**config.mk**
```make
export PLATFORM = sky130hd
export DESIGN_NAME = bus_xfer_sequencer
export DESIGN_NICKNAME = d
export VERILOG_FILES = /design/src/rtl/bus_xfer_sequencer.sv
export SDC_FILE = /design/constraint.sdc
export NUM_CORES = 1
export LEC_CHECK = 0
export CAP_MARGIN = 10
export CORE_MARGIN = 3
export CORE_UTILIZATION = 25
export DETAILED_ROUTE_END_ITERATION = 10
export GPL_TIMING_DRIVEN = 0
export PLACE_DENSITY_LB_ADDON = 0.05
export SLEW_MARGIN = 0
export SYNTH_ARGS = -nofsm -noshare
export SYNTH_HDL_FRONTEND = slang
export SYNTH_SLANG_ARGS = --single-unit
```
**constraint.sdc**
```tcl
create_clock -name clock -period 5.5 [get_ports clock]
set_clock_uncertainty 0.1 [all_clocks]
set_input_delay 0.825 -clock clock [delete_from_list [all_inputs] [get_ports clock]]
set_output_delay 0.825 -clock clock [all_outputs]
set_load 0.05 [all_outputs]
```
**src/rtl/bus_xfer_sequencer.sv**
```systemverilog
// bus_xfer_sequencer
// Turns a coded register-transfer request (source code, destination code)
// into a one-hot bus-drive enable followed by a one-hot latch enable, so
// exactly one register drives the bus and exactly one register captures it.
// Every output comes straight from a flop, so req_* never reaches
// out_en/in_en combinationally.

module bus_xfer_sequencer #(
    parameter int NUM_SRC     = 24,  // R0-R15, HI, LO, Zhigh, Zlow, PC, MDR, In_Port, C
    parameter int NUM_DST     = 25,  // R0-R15, HI, LO, Y, Z, PC, MDR, MAR, IR, Out_Port
    parameter int HOLD_CYCLES = 1    // cycles on the bus before the latch cycle (0-15)
) (
    input  logic               clock,
    input  logic               clear,
    input  logic               req_valid,
    input  logic [4:0]         req_src,
    input  logic [4:0]         req_dst,
    output logic               req_ready,
    output logic [NUM_SRC-1:0] out_en,
    output logic [NUM_DST-1:0] in_en,
    output logic               busy,
    output logic               done,
    output logic               err
);

    typedef enum logic [2:0] {
        ST_IDLE,
        ST_DRIVE,
        ST_LATCH,
        ST_DONE,
        ST_ERR
    } state_t;

    // Codes are unsigned 5-bit values; compare in 6 bits so a limit of 32
    // would still be representable.
    localparam logic [5:0]         SRC_LIMIT = 6'(NUM_SRC);
    localparam logic [5:0]         DST_LIMIT = 6'(NUM_DST);
    localparam logic [3:0]         HOLD_LOAD = 4'(HOLD_CYCLES);
    localparam logic [NUM_SRC-1:0] SRC_ONE   = NUM_SRC'(1);
    localparam logic [NUM_DST-1:0] DST_ONE   = NUM_DST'(1);

    state_t             state_q;
    logic [4:0]         src_q;
    logic [4:0]         dst_q;
    logic [3:0]         cnt_q;
    logic               req_ready_q;
    logic [NUM_SRC-1:0] out_en_q;
    logic [NUM_DST-1:0] in_en_q;
    logic               busy_q;
    logic               done_q;
    logic               err_q;

    logic accept;
    logic codes_ok;

    // Handshake and range check on the raw request.
    assign accept   = req_valid && req_ready_q;
    assign codes_ok = ({1'b0, req_src} < SRC_LIMIT) && ({1'b0, req_dst} < DST_LIMIT);

    // Transfer sequencer: state, captured codes, hold counter and registered outputs.
    always_ff @(posedge clock) begin
        // NOTE: clear is synchronous and checked first, so it wins over any
        // request and wipes enables mid-transfer at the very next edge.
        if (clear) begin
            state_q     <= ST_IDLE;
            src_q       <= '0;
            dst_q       <= '0;
            cnt_q       <= '0;
            req_ready_q <= 1'b1;
            out_en_q    <= '0;
            in_en_q     <= '0;
            busy_q      <= 1'b0;
            done_q      <= 1'b0;
            err_q       <= 1'b0;
        end else begin
            // NOTE: every state register uses <= so all flops update from the
            // same pre-edge values regardless of statement order.
            unique case (state_q)
                ST_IDLE: begin
                    if (accept) begin
                        src_q       <= req_src;
                        dst_q       <= req_dst;
                        cnt_q       <= HOLD_LOAD;
                        req_ready_q <= 1'b0;
                        busy_q      <= 1'b1;
                        if (codes_ok) begin
                            out_en_q <= SRC_ONE << req_src;
                            if (HOLD_CYCLES > 0) begin
                                state_q <= ST_DRIVE;
                            end else begin
                                state_q <= ST_LATCH;
                                in_en_q <= DST_ONE << req_dst;
                            end
                        end else begin
                            // Rejected request: no enable is ever raised.
                            state_q <= ST_ERR;
                            done_q  <= 1'b1;
                            err_q   <= 1'b1;
                        end
                    end
                end

                ST_DRIVE: begin
                    // out_en holds its value; only the latch enable is added.
                    if (cnt_q <= 4'd1) begin
                        state_q <= ST_LATCH;
                        in_en_q <= DST_ONE << dst_q;
                    end else begin
                        cnt_q <= cnt_q - 4'd1;
                    end
                end

                ST_LATCH: begin
                    state_q  <= ST_DONE;
                    out_en_q <= '0;
                    in_en_q  <= '0;
                    done_q   <= 1'b1;
                end

                ST_DONE, ST_ERR: begin
                    state_q     <= ST_IDLE;
                    done_q      <= 1'b0;
                    err_q       <= 1'b0;
                    busy_q      <= 1'b0;
                    req_ready_q <= 1'b1;
                end

                default: begin
                    state_q     <= ST_IDLE;
                    out_en_q    <= '0;
                    in_en_q     <= '0;
                    done_q      <= 1'b0;
                    err_q       <= 1'b0;
                    busy_q      <= 1'b0;
                    req_ready_q <= 1'b1;
                end
            endcase
        end
    end

    assign req_ready = req_ready_q;
    assign out_en    = out_en_q;
    assign in_en     = in_en_q;
    assign busy      = busy_q;
    assign done      = done_q;
    assign err       = err_q;

endmodule

```
After elaboration in Yosys (flattened, before gate mapping)
Cells that the tools add are included.
{"block": "op_classes", "bitwise": 4, "n_addsub": 1, "mux": 20, "reduce_logical": 15, "n_eq_ne": 9, "shift": 2, "n_div": 0, "n_mul": 0, "n_lt_le_gt_ge": 3}
{"operator": "one-hot mux 25 bit (2 select lines)", "n": 1}
{"operator": "two-way mux 24 bit", "n": 2}
{"operator": "one-hot mux 24 bit (2 select lines)", "n": 1}
{"operator": "two-way mux 25 bit", "n": 1}
{"operator": "left shift 1 x 5 -> 25 bit (first input constant)", "n": 1}
{"operator": "left shift 1 x 5 -> 24 bit (first input constant)", "n": 1}
{"operator": "AND reduction 3 bit", "n": 4}
{"operator": "< comparator 5 bit (second input constant)", "n": 2}
{"operator": "!= test 2 bit (second input constant)", "n": 5}
{"operator": "two-way mux 3 bit", "n": 3}
{"operator": "one-hot mux 3 bit (3 select lines)", "n": 1}
{"operator": "two-way mux 4 bit", "n": 2}
{"operator": "one-hot mux 4 bit (2 select lines)", "n": 1}
{"operator": "AND reduction 2 bit", "n": 4}
{"operator": "equality test 3 x 2 -> 1 bit (second input constant)", "n": 2}
{"operator": "one-hot mux 1 bit (2 select lines)", "n": 3}
{"operator": "OR reduction 3 bit", "n": 2}
{"operator": "<= comparator 4 x 1 -> 1 bit (second input constant)", "n": 1}
{"operator": "two-way mux 1 bit", "n": 4}
{"operator": "inverter 1 bit", "n": 4}
{"operator": "subtractor 4 x 1 -> 4 bit (second input constant)", "n": 1}
{"operator": "equality test 3 x 1 -> 1 bit (second input constant)", "n": 1}
{"operator": "equality test 3 bit (second input constant)", "n": 1}
{"operator": "zero test 3 bit", "n": 1}
{"operator": "other kinds (4)", "n": 5}
{"block": "totals", "input_bits": 13, "latchBits": 0, "regBits": 65, "output_inout_bits": 53, "rom_bits": 0, "mem_bits_rw": 0, "memories": 0, "elab_cells": 63}

Logic depth before layout (Yosys ltp)
Gate-level depths: netlist of run 1.
{"block": "logic_depth", "depth_word": 5, "depth_mapped": 7, "depth_no_buf": 6}

Worst setup path before layout of run 1
Ideal clock, no wire load.
{"block": "synth_path", "path_type": "input to register", "startpoint": "input port req_dst[0]", "endpoint": "register out_en_q[10] (netlist: out_en[10])", "n_path_buf": 1, "path_stages": 5, "t_arrival_ns": 1.889, "t_required_ns": 5.277, "slack_ns": 3.388, "setup_time_ns": 0.123, "path_cell_list": "o311a_1 o21ai_2 and2_1 clkbuf_2 o21ai_0"}
{"block": "synth_via", "elab_chain_len": 4}
{"item": "start, declared", "line": "17", "text": "input logic [4:0] req_dst,"}
{"item": "< comparator 5 bit", "line": "58", "text": "assign codes_ok = ({1'b0, req_src} < SRC_LIMIT) && ({1'b0, req_dst} < DST_LIMIT);"}
{"item": "logical AND 1 bit", "line": "58"}
{"item": "!= test 2 bit (no line)"}
{"item": "AND reduction 3 bit (no line)"}
{"item": "end signal, assigned", "line": "87", "text": "out_en_q <= SRC_ONE << req_src;"}
{"item": "end, declared", "line": "47", "text": "logic [NUM_SRC-1:0] out_en_q;"}
Every way passes these cells.
A chain may end at the register's enable or synchronous reset.

Worst setup path after layout of run 1
{"block": "layout_path", "startpoint": "input port req_dst[0]", "endpoint": "register out_en_q[3] (netlist: out_en[3])"}
The elaborated chain is that of the path after synthesis.

==> results of run 1 <==
layer usage:
| layer | wire, um | track usage [%] | up-vias | part of all wire [%] |
|---|---|---|---|---|
| li1 | - | - | 1425 | - |
| met1 | 4490 | 20.4 | 1310 | 52 |
| met2 | 3700 | 19.8 | 49 | 43 |
| met3 | 366 | 3.59 | 6 | 4.2 |
| met4 | 69 | 3.56 | 0 | 0.80 |
| met5 | 0 | 0 | - | 0 |
layout make-up:
type                    count  share of cell area (%)
multi-input cells         248                    37.2
inverters                   2                   0.185
well taps                 140                    4.31
plain buffers              28                    2.99
clock buffers               9                    5.55
clock inverters             7                    1.91
repair buffers             64                    15.8
flip-flops and latches     65                    32.0
how the worst min path moves through the flow:
stage                      end  depth (start not counted)       start
global placement    out_en[11]                          2  out_en[11]
finish              out_en[11]                          2  out_en[11]
floorplan             dst_q[2]                          2    dst_q[2]
CTS                 out_en[11]                          2  out_en[11]
global route         out_en[8]                          2   out_en[8]
detailed placement  out_en[11]                          2  out_en[11]
tightest hold or removal path, delay by kind of cell (launching register included):
kind	cells	cell delay [ns]
flip-flops	1	0.31
AND/OR/NAND/NOR	1	0.06
AO/OA/AOI/OAI	1	0.05
registers in the layout (all words and copies together) (netlist names):
name       cells
out_en        24
state_q        3
in_en         25
busy           1
req_ready      1
dst_q          5
cnt_q          4
err            1
done           1
cells in the final DEF, fill, tap and decap left out, drive strengths merged, types with 2 or more instances in the layout:
cell type      Yosys  routed
nand4             49      49
dfxtp             65      65
nor3b              7       7
nand2b            26      26
a21oi             36      36
clkbuf            20      29
nand2             10      10
inv                2       4
a211oi             2       2
or3                3       3
nor2              15      15
o41a               2       2
nor2b              5       5
buf                8       8
o21ai             57      57
clkinv             0       3
and3               3       3
ha                 2       2
nor3              10      10
clkdlybuf4s50      0      64
and2               4       4
xor2               2       2
o21a               2       2
cells by family after synthesis:
family                     synth area share, %
AOI/OAI and AO/OA                         19.7
xor gates and xnor gates                 0.596
and+or+nand+nor                           30.2
buffers and inverters                     4.38
adders and majority gates                0.851
DFF                                       44.2
power by group through the flow:
stage | Sequential (mW) | Clock, mW | Combinational (mW)
after detailed placement | 0.558 | 0 | 0.604
after floorplan | 0.607 | 0 | 0.375
final | 0.548 | 0.582 | 0.602
after global placement | 0.558 | 0 | 0.604
after global routing | 0.555 | 0.627 | 0.664
after CTS | 0.548 | 0.602 | 0.608
==> impl_summary.txt, run 1 <==
----------------------------------------------------
[Synth]
  Synth top area share ... 44.2%
  Synth area leaders ... sky130_fd_sc_hd__dfxtp_1 44%, sky130_fd_sc_hd__nand4_1 10%, sky130_fd_sc_hd__o21ai_0 9.2%
  Post-Syn Instances ... 343
  Count of flip-flops with a built-in enable after synthesis ... 0
  Ys flop type ... sky130_fd_sc_hd__dfxtp_1
  Async set-or-reset flop fraction in the synthesized netlist ... 0%
  #FFs+latches synth ... 65
  Synth Warn # ... 0
  Post-synthesis area per instance ... 8.58 um^2
  Most common cell in the netlist ... sky130_fd_sc_hd__dfxtp_1
  Commonest cells post-synth ... 65 x sky130_fd_sc_hd__dfxtp_1, 54 x sky130_fd_sc_hd__o21ai_0, 49 x sky130_fd_sc_hd__nand4_1, 36 x sky130_fd_sc_hd__a21oi_1, 26 x sky130_fd_sc_hd__nand2b_1
  Synth Cell Area ... 2940 um^2
  Net Count, Synth ... 358
  Number of distinct library cells after synthesis ... 43
  Post-synth top area cell ... sky130_fd_sc_hd__dfxtp_1
  Sequential-to-total area share from yosys stat ... 44.2%

[Worst setup path]
  Worst path bufs/invs ... 2
  Path type of the worst setup path ... in2reg
  Cell type group with the largest total delay on the critical path ... compound AO/OA/AOI/OAI gates
  Launch point of the worst path ... req_dst[0]
  Cell count along the critical path ... 6
  Critical Path End ... out_en[3]
  Number of cells on the worst reg-to-reg path ... 7
  Reg2Reg Launch Point ... cnt_q[0]
  Cell Chain, Critical Path ... clkdlybuf4s50_1 -> o311a_1 -> o21ai_2 -> and2_1 -> clkbuf_2 -> o21ai_0
  Critical path startpoint category ... primary input
  Max Fanout on Critical Path ... 10
  Arrival time of data at the critical path endpoint ... 2.60 ns
  Endpoint required time on the critical path ... 5.61 ns
  Slowest cell on crit path ... sky130_fd_sc_hd__clkdlybuf4s50_1
  Slowest cell delay on critical path ... 0.42 ns
  Critical path capture point type ... flop
  Critical R2R Capture ... in_en[18]
  Internal reg-to-reg setup slack ... 3.28 ns

[Die]
  Number of placed I/O pins ... 66
  FP Rows ... 38
  Floorplan die area ... 13100 um^2
  Chip Width ... 114 um
  Die Y ... 114 um
  Core area ... 11200 um^2
  Starting utilization of the core area ... 26.3%

[Clocking]
  Total of cells resized after clock tree synthesis ... 0
  Root buf cell ... sky130_fd_sc_hd__clkbuf_16
  Total clock sinks ... 65
  Number of H-tree levels ... 3
  Buffers from clock root to sink, at most ... 2
  CTS tree ... built
  CTS Hold Bufs ... 0
  TritonCTS Buffers ... 9
  Post-CTS setup buffers ... 0
  Source-to-sink clock delay at the later pin of the worst-skew pair ... 0.32 ns
  Clock-pin slew on the worst setup and hold paths ... 0.06 ns

[Global routing]
  Pin count of the biggest net entering global routing ... 14
  Global route total overflow ... 0
  Vias in the first global route ... 2689
  GR Util All Layers ... 13.8%
  Initial antenna violation count ... 0
  Wire length of the first global-routing pass ... 14.4 mm

[Power]
  Sequential group share of total power ... 31.6%
  Peak supply drop ... 0.000221 V
  Internal power ... 1.04 mW
  Combinational cell fraction of total power ... 34.8%
  Power Dens Cells ... 427 nW/um^2
  Clock power frac ... 33.6%
  Switching pwr ... 0.694 mW
  Switching share of power ... 40.0%
  Overall power after layout ... 1.73 mW
  Leakage component of the power ... 1.31 nW

[Placed design]
  Dpl ws ... 2.65 ns
  Final weighted congestion in routability-driven placement ... 0.774
  Number of placed instances with taps included ... 547
  Quantity of I/O buffers inserted on ports ... 64
  Post-detail-place hpwl ... 6.30 mm
  Placed Instance Area ... 3760 um^2

[Cells and area]
  Count of nets after finishing ... 433
  Post-route non-filler standard cell count ... 563
  Multi-input gate area ... 1510 um^2
  Antenna cell count ... 0
  Signed area change from the synthesized netlist to the final layout ... 38.0%
  Fill count ... 1171
  Register area ... 1300 um^2
  Cell area after layout ... 4060 um^2
  Ratio of cells with drive above 1 in the final layout ... 9.22%
  Final Core Density ... 36.3%

[STA]
  Number of hold-slack violations in the final timing report ... 0
  Post-route worst setup slack ... 3.01 ns
  Fin Setup TNS ... 0 ns
  Final slew viol count ... 0
  RSZ-0062 raised after global routing ... false
  Max Fclk ... 0.402 GHz
  Worst-case hold slack ... 0.362 ns
  Tmin final ... 2.49 ns
  Final Setup Violations ... 0
  Final period utilization ... 45.2%
  Remaining max-slew budget at the tightest pin ... 39.8%
  Worst Tran Pin Value ... 0.901 ns

[Run]
  Number of maximum-capacitance constraint violations ... 0

[Route]
  Vias per std cell ... 4.96
  Initial detailed-routing violation count ... 135
  Remaining antenna violation count after routing ... 0
  Count of vias placed by the detailed router ... 2790
  Detail-routed net length per standard cell ... 15.3 um
  Drc violations ... 0
  Post-detailed-routing wire length ... 8.63 mm
  Pre-antenna DRT Iters ... 4

[Hold path]
  Worst min-delay path class ... reg2reg

[Run status]
  Result of the run ... completed

----------------------------------------------------
(Power assumes the default switching activity.)
==> inputs of run 2 (changes only) <==
- clock period: 5.5 -> 2.1 ns (I/O delays scaled with it)
==> run 2 against run 1 <==
Effect of this change: critical path depth is 5 lower; register-to-register slack worse by 3.1 ns; global-route usage hardly changed; sequential cell count stayed put; critical path type is now reg2out.
==> impl_summary.txt, run 2 (synthesis gave the netlist of run 1 again) <==
----------------------------------------------------
[Run status]
  Result of the run ... completed

[Global routing]
  Pin count of the biggest net entering global routing ... 14 (unchanged)
  Global route total overflow ... 0 (unchanged)
  Met1 track utilization from global routing ... 20.4% (-0.065 points)
  Most congested layer reported by global routing ... met1
  Wire length of the first global-routing pass ... 14.4 mm (about the same)
  Met2 track demand over resource ... 19.7% (-0.039 points)
  Initial antenna violation count ... 0 (unchanged)
  GR Util All Layers ... 13.8% (-0.033 points)
  Vias in the first global route ... 2686 (-0.11%)
  Met3 layer usage reported by global route ... 3.59% (unchanged)

[Placed design]
  Placed Instance Area ... 3760 um^2 (unchanged)
  Final weighted congestion in routability-driven placement ... 0.774 (unchanged)
  Quantity of I/O buffers inserted on ports ... 64 (unchanged)
  Post-detail-place hpwl ... 6.30 mm (unchanged)
  Dpl ws ... -0.239 ns (-2.89 ns)

[Power]
  Peak supply drop ... 0.000579 V (+160%)
  Overall power after layout ... 4.62 mW (+170%)
  Power Dens Cells ... 1120 nW/um^2 (+160%)
  Leakage component of the power ... 1.33 nW (+1.9%)

[Die]
  Core area ... 11200 um^2 (unchanged)
  FP Rows ... 38 (unchanged)
  Floorplan die area ... 13100 um^2 (unchanged)
  Die Y ... 114 um (unchanged)
  Starting utilization of the core area ... 26.3% (unchanged)
  Number of placed I/O pins ... 66 (unchanged)
  Chip Width ... 114 um (unchanged)

[Worst setup path]
  Slowest cell on crit path ... sky130_fd_sc_hd__clkdlybuf4s50_1
  Endpoint required time on the critical path ... 1.68 ns (-3.93 ns)
  Critical R2R Capture ... out_en[7]
  Cell Chain, Critical Path ... clkdlybuf4s50_1
  Slowest cell delay on critical path ... 0.83 ns (+0.41 ns)
  Critical path startpoint category ... flop
  Launch point of the worst path ... req_ready
  Critical path capture point type ... output pin
  Cell type group with the largest total delay on the critical path ... buffers and inverters
  Path type of the worst setup path ... reg2out
  Max Fanout on Critical Path ... 5 (-5)
  Number of cells on the worst reg-to-reg path ... 5 (-2)
  Internal reg-to-reg setup slack ... 0.16 ns (-3.12 ns)
  Worst path bufs/invs ... 1 (-1)
  Arrival time of data at the critical path endpoint ... 1.56 ns (-1.04 ns)
  Reg2Reg Launch Point ... state_q[1]

[Run]
  Number of maximum-capacitance constraint violations ... 0 (unchanged)

[Clocking]
  TritonCTS Buffers ... 9 (unchanged)
  Total clock sinks ... 65 (unchanged)
  CTS Hold Bufs ... 0 (unchanged)
  Clock-pin slew on the worst setup and hold paths ... 0.06 ns (about the same)
  Post-CTS setup buffers ... 0 (unchanged)
  CTS tree ... built
  Source-to-sink clock delay at the later pin of the worst-skew pair ... 0.33 ns (about the same)
  Buffers from clock root to sink, at most ... 2 (unchanged)
  Number of H-tree levels ... 3 (unchanged)
  Root buf cell ... sky130_fd_sc_hd__clkbuf_16

[Route]
  Detail-routed net length per standard cell ... 15.4 um (+0.73%)
  Initial detailed-routing violation count ... 122 (-9.6%)
  Drc violations ... 0 (unchanged)
  Vias per std cell ... 5.00 (+0.90%)
  Remaining antenna violation count after routing ... 0 (unchanged)
  Post-detailed-routing wire length ... 8.69 mm (+0.73%)
  Count of vias placed by the detailed router ... 2815 (+0.90%)
  Pre-antenna DRT Iters ... 5 (+1)

[Cells and area]
  Cell area after layout ... 4110 um^2 (+1.2%)
  Final Core Density ... 36.8% (+0.44 points)
  Fill count ... 1170 (-0.085%)
  Antenna cell count ... 0 (unchanged)
  Signed area change from the synthesized netlist to the final layout ... 39.7%
  Ratio of cells with drive above 1 in the final layout ... 10.9% (+1.7 points)
  Max reg flops ... 25 (unchanged)
  Count of nets after finishing ... 433 (unchanged)
  Commonest non-fill, non-tap cell in the layout ... sky130_fd_sc_hd__dfxtp_1
  Most frequent cells in the layout ... 65 x sky130_fd_sc_hd__dfxtp_1, 64 x sky130_fd_sc_hd__clkdlybuf4s50_1, 54 x sky130_fd_sc_hd__o21ai_0

[STA]
  Remaining max-slew budget at the tightest pin ... 36.2% (-3.6 points)
  Max Fclk ... 0.507 GHz
  Post-route worst setup slack ... 0.127 ns (-2.88 ns)
  Number of hold-slack violations in the final timing report ... 0 (unchanged)
  Worst Tran Pin Value ... 0.955 ns (+0.0542 ns)
  Final Setup Violations ... 0 (unchanged)
  RSZ-0062 raised after global routing ... false
  Final period utilization ... 94.0%
  Final slew viol count ... 0 (unchanged)
  Tmin final ... 1.97 ns

[Hold path]
  Cell depth of the worst hold path ... 2 (unchanged)
  Worst min-delay path class ... reg2reg
  Terminating pin of the worst hold path ... out_en[11]
  Start point of the worst min-delay path ... out_en[11]

----------------------------------------------------
-- run 2: cell count changes in the layout (fill, tap and decap cells not counted), moves of 2 or more --
cell                       before  now
sky130_fd_sc_hd__clkbuf_1      18   14
sky130_fd_sc_hd__buf_4          2    4
sky130_fd_sc_hd__clkbuf_2       2    4
sky130_fd_sc_hd__nor2_1        14   12
-- run 2: worst max-delay path by stage --
stage	to	slack (ns)	cells past startpoint
5_1_grt	out_en[9]	0.0008	6
4_1_cts	in_en[8]	0.02	7
3_5_place_dp	out_en[21]	-0.24	6
3_3_place_gp	out_en[21]	-0.27	6
2_1_floorplan	out_en[10]	0.25	5
6_report	req_ready	0.13	1
-- run 2: report_power, final --
| part | internal (mW) | total [mW] | leakage (nW) | switching [mW] |
|---|---|---|---|---|
| Clock | 0.929 | 1.53 | 0.146 | 0.601 |
| Sequential | 1.33 | 1.44 | 0.526 | 0.111 |
| Combinational | 0.500 | 1.65 | 0.661 | 1.15 |
-- run 2: tightest hold or removal path, stage by stage, from the launching register on --
cell and delay, ns:
sky130_fd_sc_hd__dfxtp_1 0.31, sky130_fd_sc_hd__nand2b_1 0.06, sky130_fd_sc_hd__o21ai_1 0.05
-- run 2: cell type report --
cell class	count	area, um^2	share of cell area (%)
multi-input combinational	248	1550	37.7
sequential	65	1300	31.7
timing repair buffer	64	641	15.6
clock buffer	9	225	5.48
tap	140	175	4.26
buffer	28	131	3.20
clock inverter	7	77.6	1.89
inverter	2	7.51	0.183
-- run 2: through the flow --
step / instances / hold WS, ns / TNS (ns)
2_1_floorplan: 343 / 0.351 / 0
3_3_place_gp: 547 / 0.360 / -6.40
3_5_place_dp: 547 / 0.357 / -6.22
4_1_cts: 563 / 0.368 / 0
5_1_grt: 563 / 0.387 / 0
6_report: 563 / 0.364 / 0
-- run 2: layer usage --
| layer | wire [um] | vias up |
|---|---|---|
| met5 | 0 | - |
| met4 | 70 | 0 |
| met3 | 327 | 6 |
| met2 | 3730 | 50 |
| met1 | 4570 | 1329 |
| li1 | - | 1430 |
-- run 2: timing repair --
item | 4_1_cts | 5_1_grt
endpoints found under the setup margin | 23 | 25
pin swaps | 1 | 1
gates resized for setup | 4 | 15
